===== config.mk =====
export PLATFORM = sky130hd
export DESIGN_NAME = signal_measure_ctrl
export DESIGN_NICKNAME = d
export VERILOG_FILES = /design/src/rtl/signal_measure_pkg.sv /design/src/rtl/seq_divider.sv /design/src/rtl/signal_measure_ctrl.sv
export SDC_FILE = /design/constraint.sdc
export NUM_CORES = 1
export LEC_CHECK = 0
export ABC_AREA = 0
export CORE_ASPECT_RATIO = 0.75
export CORE_MARGIN = 2
export CORE_UTILIZATION = 28
export CTS_CLUSTER_SIZE = 16
export DETAILED_ROUTE_END_ITERATION = 7
export DONT_BUFFER_PORTS = 1
export SYNTH_ARGS = -nofsm -noshare
export SYNTH_HDL_FRONTEND = slang
export SYNTH_SLANG_ARGS = --single-unit

===== constraint.sdc =====
create_clock -name clk -period 3.8 [get_ports clk]
set_input_delay 0.76 -clock clk [delete_from_list [all_inputs] [get_ports clk]]
set_output_delay 0.76 -clock clk [all_outputs]
set_load 0.01 [all_outputs]

===== src/rtl/signal_measure_pkg.sv =====
// Shared types and constants for the signal period/duty measurement block.
package signal_measure_pkg;

  localparam int unsigned CNT_W    = 20;
  localparam int unsigned FREQ_W   = 26;
  localparam int unsigned DUTY_W   = 8;
  localparam int unsigned TIMEOUT  = (1 << 20) - 1;
  localparam int unsigned DIV_W    = 32;
  localparam int unsigned DUTY_MAX = 100;

  typedef enum logic [2:0] {
    IDLE,
    WAIT_RISE,
    MEAS_HIGH,
    MEAS_LOW,
    CALC_FREQ,
    CALC_DUTY,
    DONE
  } state_t;

endpackage


===== src/rtl/seq_divider.sv =====
// Unsigned restoring divider, one quotient bit per cycle; done pulses one
// cycle after the last step with quotient/remainder stable until next start.
module seq_divider
  import signal_measure_pkg::*;
(
  input  logic             clk,
  input  logic             rst_n,
  input  logic             start,
  input  logic [DIV_W-1:0] dividend,
  input  logic [DIV_W-1:0] divisor,
  output logic             done,
  output logic [DIV_W-1:0] quotient,
  output logic [DIV_W-1:0] remainder
);

  localparam int unsigned STEP_W = $clog2(DIV_W + 1);

  logic [DIV_W-1:0]  quo_q;
  logic [DIV_W-1:0]  den_q;
  logic [DIV_W-1:0]  rem_q;
  logic [STEP_W-1:0] step_cnt;
  logic              active;
  logic [DIV_W:0]    shifted;
  logic [DIV_W:0]    trial;

  // The partial remainder is always below the divisor, so one extra bit
  // is enough to hold the shifted value and the sign of the trial subtract.
  always_comb begin
    shifted = {rem_q, quo_q[DIV_W-1]};
    trial   = shifted - {1'b0, den_q};
  end

  always_ff @(posedge clk or negedge rst_n) begin
    if (!rst_n) begin
      quo_q    <= '0;
      den_q    <= '0;
      rem_q    <= '0;
      step_cnt <= '0;
      active   <= 1'b0;
      done     <= 1'b0;
    end else begin
      done <= 1'b0;
      if (start) begin
        quo_q    <= dividend;
        den_q    <= divisor;
        rem_q    <= '0;
        step_cnt <= STEP_W'(DIV_W);
        active   <= 1'b1;
      end else if (active) begin
        if (!trial[DIV_W]) begin
          rem_q <= trial[DIV_W-1:0];
          quo_q <= {quo_q[DIV_W-2:0], 1'b1};
        end else begin
          rem_q <= shifted[DIV_W-1:0];
          quo_q <= {quo_q[DIV_W-2:0], 1'b0};
        end
        step_cnt <= step_cnt - STEP_W'(1);
        if (step_cnt == STEP_W'(1)) begin
          active <= 1'b0;
          done   <= 1'b1;
        end
      end
    end
  end

  assign quotient  = quo_q;
  assign remainder = rem_q;

endmodule


===== src/rtl/signal_measure_ctrl.sv =====
// Measures one high+low period of sig_in in clk cycles, then derives
// frequency and duty cycle with a single time-shared sequential divider.
module signal_measure_ctrl
  import signal_measure_pkg::*;
#(
  parameter int unsigned CLK_FREQ    = 50_000_000,
  parameter int unsigned TIMEOUT_CYC = TIMEOUT
) (
  input  logic              clk,
  input  logic              rst_n,
  input  logic              enable,
  input  logic              sig_in,
  output logic              busy,
  output logic              finish,
  output logic [FREQ_W-1:0] freq,
  output logic [DUTY_W-1:0] duty,
  output logic [CNT_W-1:0]  high_time,
  output logic [CNT_W-1:0]  low_time
);

  state_t state, state_next;

  logic              sync1, sync2, sig_prev;
  logic              rise, fall;
  logic [CNT_W-1:0]  high_cnt, low_cnt, stay_cnt;
  logic [CNT_W:0]    period;
  logic              measuring, timed_out;
  logic              div_start, div_done;
  logic [DIV_W-1:0]  div_dividend, div_divisor, div_quot, div_rem_unused;
  logic [FREQ_W-1:0] freq_res;
  logic [DUTY_W-1:0] duty_res;

  always_ff @(posedge clk or negedge rst_n) begin
    if (!rst_n) begin
      sync1    <= 1'b0;
      sync2    <= 1'b0;
      sig_prev <= 1'b0;
    end else begin
      sync1    <= sig_in;
      sync2    <= sync1;
      sig_prev <= sync2;
    end
  end

  assign rise      = sync2 & ~sig_prev;
  assign fall      = ~sync2 & sig_prev;
  assign period    = {1'b0, high_cnt} + {1'b0, low_cnt};
  assign measuring = (state == WAIT_RISE) || (state == MEAS_HIGH) || (state == MEAS_LOW);
  assign timed_out = measuring && (stay_cnt == CNT_W'(TIMEOUT_CYC - 1));

  always_ff @(posedge clk or negedge rst_n) begin
    if (!rst_n) state <= IDLE;
    else        state <= state_next;
  end

  always_comb begin
    state_next   = state;
    div_start    = 1'b0;
    div_dividend = DIV_W'(CLK_FREQ);
    div_divisor  = DIV_W'(period);
    case (state)
      IDLE:      if (enable) state_next = WAIT_RISE;
      WAIT_RISE: if (timed_out) state_next = DONE;
                 else if (rise) state_next = MEAS_HIGH;
      MEAS_HIGH: if (timed_out) state_next = DONE;
                 else if (fall) state_next = MEAS_LOW;
      MEAS_LOW: begin
        if (timed_out) state_next = DONE;
        else if (rise) begin
          state_next = CALC_FREQ;
          div_start  = 1'b1;
        end
      end
      CALC_FREQ: begin
        div_dividend = DIV_W'(high_cnt) * DIV_W'(DUTY_MAX);
        if (div_done) begin
          state_next = CALC_DUTY;
          div_start  = 1'b1;
        end
      end
      CALC_DUTY: if (div_done) state_next = DONE;
      DONE:      state_next = IDLE;
      default:   state_next = IDLE;
    endcase
  end

  // The completing rise is not counted, so high+low is exactly one period.
  always_ff @(posedge clk or negedge rst_n) begin
    if (!rst_n) begin
      stay_cnt <= '0;
      high_cnt <= '0;
      low_cnt  <= '0;
      freq_res <= '0;
      duty_res <= '0;
    end else begin
      if (state_next != state) stay_cnt <= '0;
      else                     stay_cnt <= stay_cnt + CNT_W'(1);
      case (state)
        WAIT_RISE: if (rise) high_cnt <= CNT_W'(1);
        MEAS_HIGH: begin
          if (fall) low_cnt  <= CNT_W'(1);
          else      high_cnt <= high_cnt + CNT_W'(1);
        end
        MEAS_LOW:  if (!rise) low_cnt <= low_cnt + CNT_W'(1);
        CALC_FREQ: if (div_done)
          freq_res <= (|div_quot[DIV_W-1:FREQ_W]) ? '1 : div_quot[FREQ_W-1:0];
        CALC_DUTY: if (div_done)
          duty_res <= (div_quot > DIV_W'(DUTY_MAX)) ? DUTY_W'(DUTY_MAX)
                                                    : div_quot[DUTY_W-1:0];
        default: ;
      endcase
      // A timeout reports an all-zero result through the normal DONE path.
      if (timed_out) begin
        high_cnt <= '0;
        low_cnt  <= '0;
        freq_res <= '0;
        duty_res <= '0;
      end
    end
  end

  always_ff @(posedge clk or negedge rst_n) begin
    if (!rst_n) begin
      busy      <= 1'b0;
      finish    <= 1'b0;
      freq      <= '0;
      duty      <= '0;
      high_time <= '0;
      low_time  <= '0;
    end else begin
      finish <= 1'b0;
      if (state == IDLE && enable) busy <= 1'b1;
      if (state == DONE) begin
        busy      <= 1'b0;
        finish    <= 1'b1;
        freq      <= freq_res;
        duty      <= duty_res;
        high_time <= high_cnt;
        low_time  <= low_cnt;
      end
    end
  end

  seq_divider u_div (
    .clk       (clk),
    .rst_n     (rst_n),
    .start     (div_start),
    .dividend  (div_dividend),
    .divisor   (div_divisor),
    .done      (div_done),
    .quotient  (div_quot),
    .remainder (div_rem_unused)
  );

endmodule


==> results.toml <==
[status]
outcome = "finished, violations left"
violations = "negative hold slack"

[critical_path]
path_class = "flop to flop"
required_ns = 4.28
endpoint_kind = "flop"
critPathLaunchType = "flop"
arrival_ns = 4.13
cp_max_fo = 4

[yosys]
ys_types = 70
synth_nets = 1743
synth_warnings = 0
syn_area_per_cell_sq_um = 9.61
synth_flop_cell = "dfrtp_1"
postSynthCellCount = 1611
async_flop_share_pct = 100
ys_seq_area_share_pct = 43.5
synth_enable_flop_cells = 0
synth-seq-cells = 269
netlist_area_sq_um = 15500
yosysTopAreaCellShare_pct = 43.5
synth_top_area_cell = "dfrtp_1"
synth.area.top_cells = "dfrtp_1 (43%), ha_1 (9.0%), mux2_2 (4.3%)"

[floorplanning]
dieWidth_um = 276
core_sq_um = 54500
die_h_um = 208
io_pins = 80
die_area_sq_um = 57200
rows = 74
initial_utilization_pct = 28.4

[min_path]
min-delay-path-class = "input pin to asynchronous set/reset pin"

[clocking]
clk_pin_slew_ns = 0.06
clock_sinks = 269
cts-root-buf = "clkbuf_16"
cts_buffers = 29
clock_latency_ns = 0.57
cts_tree = "yes"
cts.path.max_buffers = 3
htreeDepth = 1

[finish]
syn2layout_area_growth_pct = 15.2
final_core_util_pct = 32.7
fillerInstances = 5480
nNetsFinal = 1763
diodes = 0
drive_gt1_share_pct = 12.8

[run]
maxCapViolations = 0

[global_routing]
antenna_found_initial = 0
grt_overflow = 0
grt_usage_pct = 13.7
grt_pass1_wl_um = 63700
grt_pass1_vias = 11376
grt_max_degree = 270

[place]
portBuffers = 0
gp_congestion = 0.867
hpwl_um = 28100

[power]
max-vdd-ir-drop_uv = 324
p_per_area_nw_per_um2 = 661
p_leak_nw = 8.32

[detailed_routing]
remaining_drc_errors = 0
detail_route.wl_per_cell_um = 16.6
drt_iter0_drc = 807
postRouteAntennaNets = 0
viasPerCell = 4.94
totalWireLength_um = 39500
route.vias.total = 11721
first_pass_iters = 6

[sta]
setup_viol = 0
tns_ns = 0
slew-limit-headroom_pct = 16.9
min_period_ns = 3.66
period_share_pct = 96.2
hold_violations = 269
hold_slack_ns = -0.105
fmax_mhz = 273
worstMarginPinSlew_ns = 1.24
skew_ns = 0.0111
drv_slew = 0
==> routing by layer <==
| metal | vias to the layer above | GRT usage (%) | share of wire, % |
|---|---|---|---|
| li1 | 5659 | - | - |
| met1 | 5760 | 20.6 | 50 |
| met2 | 250 | 19.8 | 42 |
| met3 | 52 | 3.03 | 5.9 |
| met4 | 0 | 2.76 | 1.9 |
| met5 | - | 0 | 0 |
==> final cells by class <==
class / count / area, sq um / share of cell area [%]
Timing Repair Buffer: 53 / 435 / 2.44
Multi-Input combinational cell: 1158 / 8290 / 46.5
Inverter: 120 / 450 / 2.52
Sequential cell: 269 / 6740 / 37.8
Tap cell: 722 / 903 / 5.06
Clock inverter: 12 / 198 / 1.11
Clock buffer: 41 / 831 / 4.66
==> critical path, cell delays in order, from the launching register on <==
cell	delay, ns
dfrtp_1	0.43
ha_1	0.35
ha_4	0.26
fa_1	0.45
ha_1	0.32
buf_4	0.15
a21o_1	0.18
nand4_1	0.12
nand3_2	0.09
a31o_1	0.23
a21o_1	0.22
a41o_1	0.27
a21oi_2	0.14
xnor2_1	0.12
nor2_1	0.05
o21ai_0	0.16
==> placed cells by master (no fill, tap or decap), types with 15 or more instances in the layout <==
master     count
fa_1          17
nand3_1       36
nand4_1       15
mux2i_1       37
dfrtp_1      266
ha_1         103
a21oi_1      108
nor2_1       164
mux2_2        59
a21o_1        23
nand2_1      120
xor2_1        55
o21ai_0       96
nor3_1        23
a211oi_1      15
inv_1        118
o22ai_1       30
buf_4         50
xnor2_1       52
o21ai_1       23
clkbuf_16     29
==> state kept, by name (all words and copies together) (netlist names), 21 cells and up <==
signal,flops
u_div.remainder,32
u_div.quotient,32
freq,26
u_div.den_q,21
freq_res,26
==> per-stage QoR <==
step           setup WS [ns]  hold slack, ns  total power [mW]  cell area, sq um  instances
2_1_floorplan         0.0779           0.331              7.50             15500       1611
3_3_place_gp         -0.0919           0.347              8.57             16600       2314
3_5_place_dp          -0.198           0.356              8.70             16600       2314
4_1_cts            -0.000155          -0.110              11.8             17700       2373
5_1_grt             -0.00637          -0.127              12.6             17800       2375
6_report               0.143          -0.105              11.8             17800       2375
==> synth_stat cells (5+ instances only) <==
cell,number
a211oi_1,16
a21o_1,23
a21oi_1,113
a22oi_1,5
a31oi_1,11
and2_1,6
and3_1,13
clkbuf_1,57
dfrtp_1,269
fa_1,17
ha_1,111
inv_1,120
mux2_2,59
mux2i_1,37
nand2_1,123
nand2b_1,12
nand3_1,38
nand4_1,15
nor2_1,164
nor2b_1,13
nor3_1,23
nor4_1,8
o21a_1,9
o21ai_0,96
o21ai_1,24
o22ai_1,30
o31ai_1,10
or3_1,13
xnor2_1,52
xor2_1,55
==> power breakdown <==
| group | internal [mW] | switching (mW) |
|---|---|---|
| logic | 1.82 | 2.34 |
| registers | 3.68 | 0.894 |
| clock network | 1.86 | 1.20 |
==> cells by family after synthesis <==
logic type	share of synthesized area (%)
simple gates	13.6
compound gates	14.4
flops	43.5
buf+inv	4.50
fa+ha+maj	11.2
xor+xnor	6.16
mux	6.75
==> path summary, 6_finish.rpt <==
check                       startpoint            endpoint  slack (ns)  cells after the start
max                        high_cnt[3]  u_div.quotient[20]        0.14                     15
min                              rst_n            freq[18]       -0.10                      0
max reg2reg                high_cnt[3]  u_div.quotient[20]        0.14                     15
min reg2reg                      sync1               sync2        0.37                      0
max in group asynchronous        rst_n         high_cnt[4]        3.53                      0
min in group clk                sig_in               sync1        0.22                      0
==> what timing repair did <==
item / 4_1_cts / 5_1_grt
hold endpoints to repair: 269 / 269
endpoints found under the setup margin: 7 / 10
gates resized for setup: 8 / 26
pin swaps: 6 / 26
buffers inserted: 6 / 2
(Power assumes the default switching activity.)
